$ cat src/rtl/trig_enc_pkg.sv
// Shared types and helpers for the beam trigger encoder.
// Optional feature macro used by the top: TRIG_DROP_COUNT_EN (saturating drop counter).
package trig_enc_pkg;

  // Capture FSM states
  typedef enum logic [0:0] {
    ST_IDLE    = 1'b0,
    ST_HOLDOFF = 1'b1
  } trig_state_t;

  // Saturation value of the dropped-capture counter
  localparam logic [15:0] DROP_SAT = 16'hFFFF;

  // Width of one trigger record: {timestamp, beam bits}
  function automatic int rec_width(input int ts_bits, input int nbeams);
    return ts_bits + nbeams;
  endfunction

endpackage

$ cat src/rtl/trig_enc_fifo.sv
// Synchronous first-word-fall-through FIFO for trigger records.
// Head entry is presented combinationally whenever count is non-zero.
module trig_enc_fifo #(
  parameter int WIDTH = 18,
  parameter int DEPTH = 16
) (
  input  logic                     clk,
  input  logic                     rst,
  input  logic                     push,
  input  logic [WIDTH-1:0]         din,
  input  logic                     pop,
  output logic [WIDTH-1:0]         dout,
  output logic                     valid,
  output logic [$clog2(DEPTH):0]   count
);

  localparam int AW = $clog2(DEPTH);
  localparam int CW = AW + 1;
  localparam logic [CW-1:0] FULL_CNT = CW'(DEPTH);

  logic [WIDTH-1:0] mem [DEPTH];
  logic [AW-1:0]    wr_ptr;
  logic [AW-1:0]    rd_ptr;
  logic             push_ok;
  logic             pop_ok;

  // Fullness is judged on the pre-pop count, so a same-cycle pop never frees room
  assign push_ok = push && (count < FULL_CNT);
  assign pop_ok  = pop && (count != '0);
  assign valid   = (count != '0);
  assign dout    = mem[rd_ptr];

  // Storage array, no reset needed
  always_ff @(posedge clk) begin
    if (push_ok) begin
      mem[wr_ptr] <= din;
    end
  end

  // Pointers wrap naturally because DEPTH is a power of two
  always_ff @(posedge clk) begin
    if (rst) begin
      wr_ptr <= '0;
      rd_ptr <= '0;
      count  <= '0;
    end else begin
      if (push_ok) wr_ptr <= wr_ptr + 1'b1;
      if (pop_ok)  rd_ptr <= rd_ptr + 1'b1;
      case ({push_ok, pop_ok})
        2'b10:   count <= count + 1'b1;
        2'b01:   count <= count - 1'b1;
        default: count <= count;
      endcase
    end
  end

endmodule

$ cat src/rtl/trig_beam_encoder.sv
// Beam trigger encoder: timestamps qualified beam triggers, applies a
// programmable dead-time after each capture and queues {ts, beams} records.
// Macro TRIG_DROP_COUNT_EN enables the saturating dropped-capture counter;
// without it drop_count_o is tied to zero.
//
// state      | meaning
// -----------+----------------------------------------------
// ST_IDLE    | armed, capture on any qualified beam when enabled
// ST_HOLDOFF | dead-time, triggers ignored until counter hits 1
module trig_beam_encoder
  import trig_enc_pkg::*;
#(
  parameter int NBEAMS     = 2,
  parameter int TS_BITS    = 16,
  parameter int FIFO_DEPTH = 16
) (
  input  logic                                  ifclk_i,
  input  logic                                  rst_i,
  input  logic [NBEAMS-1:0]                     trig_i,
  input  logic [NBEAMS-1:0]                     mask_i,
  input  logic                                  enable_i,
  input  logic [7:0]                            holdoff_i,
  output logic [rec_width(TS_BITS, NBEAMS)-1:0] trig_dat_o,
  output logic                                  trig_valid_o,
  input  logic                                  trig_ready_i,
  output logic [$clog2(FIFO_DEPTH):0]           fifo_count_o,
  output logic                                  overflow_o,
  output logic [15:0]                           drop_count_o
);

  localparam int REC_W = rec_width(TS_BITS, NBEAMS);
  localparam int CW    = $clog2(FIFO_DEPTH) + 1;
  localparam logic [CW-1:0] FULL_CNT = CW'(FIFO_DEPTH);

  logic [TS_BITS-1:0] ts;
  logic [TS_BITS-1:0] ts_s;
  logic [NBEAMS-1:0]  q_s;
  trig_state_t        state;
  logic [7:0]         hold_cnt;
  logic               capture;
  logic               full;
  logic               push;
  logic               pop;

  // Free-running timestamp
  always_ff @(posedge ifclk_i) begin
    if (rst_i) ts <= '0;
    else       ts <= ts + 1'b1;
  end

  // Sample qualified beams together with the timestamp of the same cycle
  always_ff @(posedge ifclk_i) begin
    if (rst_i) begin
      q_s  <= '0;
      ts_s <= '0;
    end else begin
      q_s  <= trig_i & ~mask_i;
      ts_s <= ts;
    end
  end

  assign capture = (state == ST_IDLE) && enable_i && (q_s != '0);
  assign full    = (fifo_count_o == FULL_CNT);
  assign push    = capture && !full;
  assign pop     = trig_valid_o && trig_ready_i;

  // Capture FSM with holdoff counter and sticky overflow flag
  always_ff @(posedge ifclk_i) begin
    if (rst_i) begin
      state      <= ST_IDLE;
      hold_cnt   <= '0;
      overflow_o <= 1'b0;
    end else begin
      if (capture && full) overflow_o <= 1'b1;
      case (state)
        ST_IDLE: begin
          if (capture && (holdoff_i != 8'd0)) begin
            hold_cnt <= holdoff_i;
            state    <= ST_HOLDOFF;
          end
        end
        ST_HOLDOFF: begin
          if (hold_cnt <= 8'd1) begin
            hold_cnt <= '0;
            state    <= ST_IDLE;
          end else begin
            hold_cnt <= hold_cnt - 8'd1;
          end
        end
        default: state <= ST_IDLE;
      endcase
    end
  end

`ifdef TRIG_DROP_COUNT_EN
  logic [15:0] drop_cnt;

  // Count captures lost to a full FIFO, holding at the maximum
  always_ff @(posedge ifclk_i) begin
    if (rst_i) begin
      drop_cnt <= '0;
    end else if (capture && full && (drop_cnt != DROP_SAT)) begin
      drop_cnt <= drop_cnt + 16'd1;
    end
  end

  assign drop_count_o = drop_cnt;
`else
  assign drop_count_o = '0;
`endif

  trig_enc_fifo #(
    .WIDTH (REC_W),
    .DEPTH (FIFO_DEPTH)
  ) u_fifo (
    .clk   (ifclk_i),
    .rst   (rst_i),
    .push  (push),
    .din   ({ts_s, q_s}),
    .pop   (pop),
    .dout  (trig_dat_o),
    .valid (trig_valid_o),
    .count (fifo_count_o)
  );

endmodule

$ cat config.mk
export PLATFORM = sky130hd
export DESIGN_NAME = trig_beam_encoder
export DESIGN_NICKNAME = d
export VERILOG_FILES = /design/src/rtl/trig_enc_pkg.sv /design/src/rtl/trig_enc_fifo.sv /design/src/rtl/trig_beam_encoder.sv
export SDC_FILE = /design/constraint.sdc
export NUM_CORES = 1
export LEC_CHECK = 0
export CAP_MARGIN = 10
export CORE_ASPECT_RATIO = 2
export CORE_UTILIZATION = 44
export CTS_CLUSTER_DIAMETER = 80
export DETAILED_ROUTE_END_ITERATION = 12
export GPL_TIMING_DRIVEN = 0
export MAX_ROUTING_LAYER = met4
export PLACE_DENSITY = 0.64
export SLEW_MARGIN = 40
export SYNTH_ARGS = -nofsm -noshare
export SYNTH_HDL_FRONTEND = slang
export SYNTH_SLANG_ARGS = --single-unit
export TNS_END_PERCENT = 20
$ cat constraint.sdc
create_clock -name ifclk_i -period 3.78 [get_ports ifclk_i]
set_input_delay 0.756 -clock ifclk_i [delete_from_list [all_inputs] [get_ports ifclk_i]]
set_output_delay 0.756 -clock ifclk_i [all_outputs]
set_load 0.02 [all_outputs]
======== After elaboration in Yosys (flattened, before gate mapping) ========
Memories as Yosys holds them, arrays and structs flattened. A register that Yosys moved wholly into a read port is not among the register bits.
Cells that the tools add are included.
storage, ports and cells
  register bits ........................... 57
  RAM bits ................................ 288
  bits of input ports ..................... 16
  output and inout port bits .............. 41
  word-level logic and storage cells ...... 49
  memories ................................ 1
operators by class
  $add $sub $neg .......................... 6
  magnitude comparators ................... 2
  equality and inequality tests ........... 4
  multiplexer cells ....................... 11
  bitwise operators ....................... 3
  reductions and logical operators ........ 13
memory list
  memory      depth  width  read ports  clocked after Yosys merged registers in  wr ports  RTL line             source
  u_fifo.mem  16     18     1           1                                        1         trig_enc_fifo.sv:21  logic [WIDTH-1:0] mem [DEPTH];
operators with widths
  kind                                                                   count
  16-bit by 1-bit adder with 16-bit output, second input constant        1
  8-bit two-way mux                                                      2
  8-bit case mux with 2 select lines                                     1
  5-bit case mux with 2 select lines                                     1
  4-bit by 1-bit adder with 4-bit output, second input constant          2
  8-bit by 1-bit <= comparator with 1-bit output, second input constant  1
  1-bit logical AND                                                      8
  4-bit two-way mux                                                      2
  8-bit nonzero test                                                     1
  8-bit by 1-bit subtractor with 8-bit output, second input constant     1
  5-bit by 1-bit adder with 5-bit output, second input constant          1
  5-bit equality test, second input constant                             1
  5-bit < comparator, second input constant                              1
  5-bit nonzero test                                                     1
  5-bit by 1-bit subtractor with 5-bit output, second input constant     1
  1-bit two-way mux                                                      4
  2-bit nonzero test                                                     2
  2-bit AND                                                              1
  2-bit by 1-bit equality test with 1-bit output, second input constant  1
  2-bit equality test, second input constant                             1
  2-bit by 1-bit != test with 1-bit output, second input constant        1
  2-bit inverter                                                         1
  1-bit case mux with 2 select lines                                     1
  1-bit zero test                                                        1
  1-bit inverter                                                         1

======== Logic depth before layout (Yosys ltp) ========
  depth in word-level cells ............... 7
  depth in mapped cells ................... 13
  mapped depth without buffers ............ 10

======== Hierarchy ========
Synthesis repeated with hierarchy kept, for this count alone.
second synthesis, totals
  cell total of the unflattened synthesis .. 725
  area total of the unflattened synthesis .. 13669.4 µm²
by module, submodules not included
  module             times used  cells an instance  area each (µm²)  sequential area each (µm²)
  trig_enc_fifo      1           515                11741.3          8988.6
  trig_beam_encoder  1           210                1928.1           880.8

======== Least setup slack after synthesis ========
OpenSTA, ideal clock, no wires.
  kind .................................... input to register
  start ................................... in enable_i
  end ..................................... mem u_fifo.mem[11][0], enable pin
  setup time .............................. 0.439 ns
  arrival time ............................ 3.219 ns
  data required time ...................... 3.341 ns
  slack ................................... 0.122 ns
  stages on the path ...................... 5
  path buffers ............................ 2
  path through ............................ nand2b_4 -> or3_1 -> clkbuf_2 -> buf_2 -> nor4_1
on the way
  word-level cells in the longest chain between the ends .. 6
RTL lines
  element                                  RTL line                 source
  start, declared                          trig_beam_encoder.sv:21  input logic enable_i,
  1-bit logical AND (2 in series)          trig_beam_encoder.sv:62  assign capture = (state == ST_IDLE) && enable_i && (q_s != '0);
  1-bit logical AND                        trig_beam_encoder.sv:64  assign push = capture && !full;
  1-bit logical AND                        trig_enc_fifo.sv:28      assign push_ok = push && (count < FULL_CNT);
  1-bit two-way mux                        trig_enc_fifo.sv:35      if (push_ok) begin
  1-bit two-way mux (implied by the code)  trig_enc_fifo.sv:36      mem[wr_ptr] <= din;
  end, declared                            trig_enc_fifo.sv:21
No other way between the ends.

==> impl_metrics.py <==
metrics = {
    "grt": {
        "grt.total_usage": 0.192,
        "antenna_found_initial": 0,
        "overflow": 0,
        "grt_max_degree": 19,
        "grt_pass1_wl_mm": 43.3,
        "grt_pass1_vias": 7162,
    },
    "hold_path": {
        "hold_depth": 2,
        "hold_class": "register to register",
        "hp-start": "overflow_o",
        "whs_endpoint": "overflow_o",
    },
    "synthesis": {
        "synth-edff-count": 288,
        "synth_seq_area_share": 0.720,
        "async_reset_ff_frac": 0,
        "syn-cell-area_sq_um": 13700,
        "synth_cell_types": 58,
        "yosysTopAreaCellShare": 0.631,
        "synth_area_leaders": "edfxtp_1, mux4_2, dfxtp_1, ha_1, buf_4",
        "synth.largest_area_cell": "edfxtp_1",
        "netlist_instances": 732,
        "yosys_warnings": 0,
        "synth_seq_cells": 349,
        "avgSynthCellArea_sq_um": 18.7,
        "ys.flop_type": "edfxtp_1",
    },
    "cts": {
        "clk_pin_slew_worst_paths_ns": 0.07,
        "cts_sinks": 349,
        "htree_levels": 1,
        "clock_latency_ns": 0.55,
        "clock_tree.root_cell": "clkbuf_16",
        "cts_tree": "done",
        "clk_path_buf_depth": 3,
        "numCtsBuffers": 28,
    },
    "sta": {
        "final.setup.worst_slack_ns": 0.0863,
        "setup_viol": 0,
        "setup_tns_ns": 0,
        "grt_setup_unrepaired": "true",
        "tightest_slew_ns": 0.772,
        "slew_violations": 0,
        "fin_crit_sh": 0.977,
        "slew_headroom": 0.481,
        "hold_violations": 0,
        "fin_skew_ns": 0.00944,
        "fmax_ghz": 0.271,
        "period_needed_ns": 3.69,
    },
    "die": {
        "die_area_sq_um": 31900,
        "die_y_um": 252,
        "coreArea_sq_um": 30700,
        "start_util": 0.446,
        "die_w_um": 127,
        "rows": 91,
        "io_pins": 57,
    },
    "cells_and_area": {
        "n_fill_cell": 2486,
        "fin_nets": 865,
        "syn_to_final_growth_pct": 15.1,
        "num_antenna_cells": 0,
        "drive_gt1_frac": 0.248,
    },
    "placed_design": {
        "portBuffers": 40,
        "hpwl_mm": 19.3,
        "place_ws_ns": -0.0193,
        "gp_routability_congestion": 0.795,
    },
    "worst_setup_path": {
        "r2r-end": "u_fifo.count[4]",
        "timing.rr.start": "q_s[1]",
        "r2r_slack_ns": 0.46,
        "cp_max_fo": 10,
        "worst-setup-path-type": "register to output port",
        "end_kind": "output port",
        "crit_path_start_kind": "register",
        "reg2reg_depth": 12,
        "critPathArrivalTime_ns": 2.94,
        "crit_required_ns": 3.02,
    },
    "power_and_ir_drop": {
        "ir_drop_mv": 0.532,
        "powerDensity_nw_per_um2": 569,
        "p_leak_nw": 5.23,
    },
    "route": {
        "firstDrtPassIters": 9,
        "dr_total_vias": 6840,
        "vias_per_cell": 5.56,
        "wl_mm": 28.8,
        "antenna_left": 0,
        "wl_per_cell_um": 23.4,
        "drc": 2,
        "drt_iter0_markers": 406,
    },
    "job": {
        "cap_violations": 0,
    },
    "status": {
        "status": "complete, but fails checks",
        "violations": "DRC",
    },
}
==> per-layer routing <==
| metal | wire length, um | GRT usage |
|---|---|---|
| met2 | 17200 | 0.378 |
| met4 | 665 | 0.0602 |
| met3 | 841 | 0.0191 |
| met1 | 10000 | 0.194 |
| met5 | 0 | - |
==> critical path: stages, from the launching register on <==
cell and delay [ns]:
dfxtp_1 0.31, buf_4 0.21, buf_6 0.24, mux4_2 0.56
mux4_2 0.50, clkdlybuf4s50_1 0.56
==> power by group <==
part | internal (mW) | total [mW] | switching [mW]
logic | 0.931 | 1.83 | 0.902
registers | 4.18 | 4.23 | 0.0541
clock network | 1.64 | 2.92 | 1.28
total | 6.75 | 8.99 | 2.24
==> cell families after synthesis <==
kind of cell             synth area share
AO/OA/AOI/OAI                      0.0283
XOR/XNOR                          0.00958
adder cells (fa/ha/maj)            0.0110
buffers and inverters              0.0235
flip-flops                          0.720
multiplexers                        0.152
other                            0.000274
AND/OR/NAND/NOR                    0.0559
==> cell usage after synthesis, drive strengths merged, types with 3 or more instances <==
cell type,count
edfxtp,288
mux4,90
dfxtp,61
buf,31
nor2,29
clkbuf,21
nand2,16
nor2b,16
and2,14
a21oi,13
ha,12
inv,12
nand3,11
nor3,11
nor4,10
or3,10
xor2,10
o21ai,7
nand2b,5
nand4,5
xnor2,5
mux2i,4
a211o,3
a22oi,3
a2bb2oi,3
a31oi,3
and3,3
o31ai,3
o32ai,3
or4,3
==> sequential cells by signal, indices dropped and copies added, names as in the netlist, named ones only <==
signal	flops
ts	16
ts_s	16
overflow_o	1
hold_cnt	8
u_fifo.mem	288
q_s	2
u_fifo.wr_ptr	4
state	1
u_fifo.rd_ptr	4
u_fifo.count	5
==> repair_timing <==
| action | CTS | global route |
|---|---|---|
| setup buffers | 0 | 0 |
| endpoints found under the hold margin | 0 | 0 |
| hold buffers | 0 | 0 |
| resized for setup | 29 | 2 |
| setup endpoints to repair | 18 | 2 |
| pin swaps | 0 | 0 |
==> cell type report <==
cell class	count	area [sq um]	share of cell area
well taps	372	465	0.0295
inverters	12	45.0	0.00285
clock buffers	49	881	0.0558
flip-flops and latches	349	9870	0.625
multi-input cells	334	3610	0.229
clock inverters	3	42.5	0.00270
repair buffers	61	510	0.0324
plain buffers	51	352	0.0223
==> worst max-delay path by stage <==
stage                         from           endpoint  slack [ns]  cells past startpoint
after detailed placement  enable_i    u_fifo.count[4]       -0.02                     13
after floorplan           enable_i  u_fifo.mem[11][0]        0.12                      5
after CTS                 register     trig_dat_o[17]        0.03                      5
after global routing      register      trig_dat_o[4]      -0.002                      5
final                     register      trig_dat_o[9]        0.09                      5
after global placement    enable_i   u_fifo.mem[7][3]       -3.03                      6
==> stage by stage <==
step	std cells	utilization	total power, mW	hold slack (ns)	cell area [sq um]
2_1_floorplan	747	-	5.57	0.435	13800
3_3_place_gp	1159	0.476	6.11	0.446	14600
3_5_place_dp	1180	0.481	6.12	0.459	14800
4_1_cts	1231	0.513	9.06	0.480	15800
5_1_grt	1231	0.513	9.31	0.510	15800
6_report	1231	0.513	8.99	0.476	15800
==> placed cells by master (no fill, tap or decap), drive strengths merged, types with 2 or more instances in the layout <==
cell type	Yosys	layout
a211o	3	3
a21oi	13	13
a221oi	2	2
a22oi	3	3
a2bb2oi	3	3
a31o	2	2
a31oi	3	3
and2	14	14
and3	3	3
buf	31	52
clkbuf	21	69
clkdlybuf4s50	0	39
conb	1	16
dfxtp	61	61
edfxtp	288	288
ha	12	12
inv	12	12
mux2i	4	4
mux4	90	90
nand2	16	16
nand2b	5	5
nand3	11	11
nand4	5	5
nor2	29	29
nor2b	16	16
nor3	11	11
nor3b	2	2
nor4	10	10
o21a	2	2
o21ai	7	7
o31ai	3	3
o32ai	3	3
or2	2	2
or3	10	10
or4	3	3
xnor2	5	5
xor2	10	10
Power figures use the tool's default switching activity.
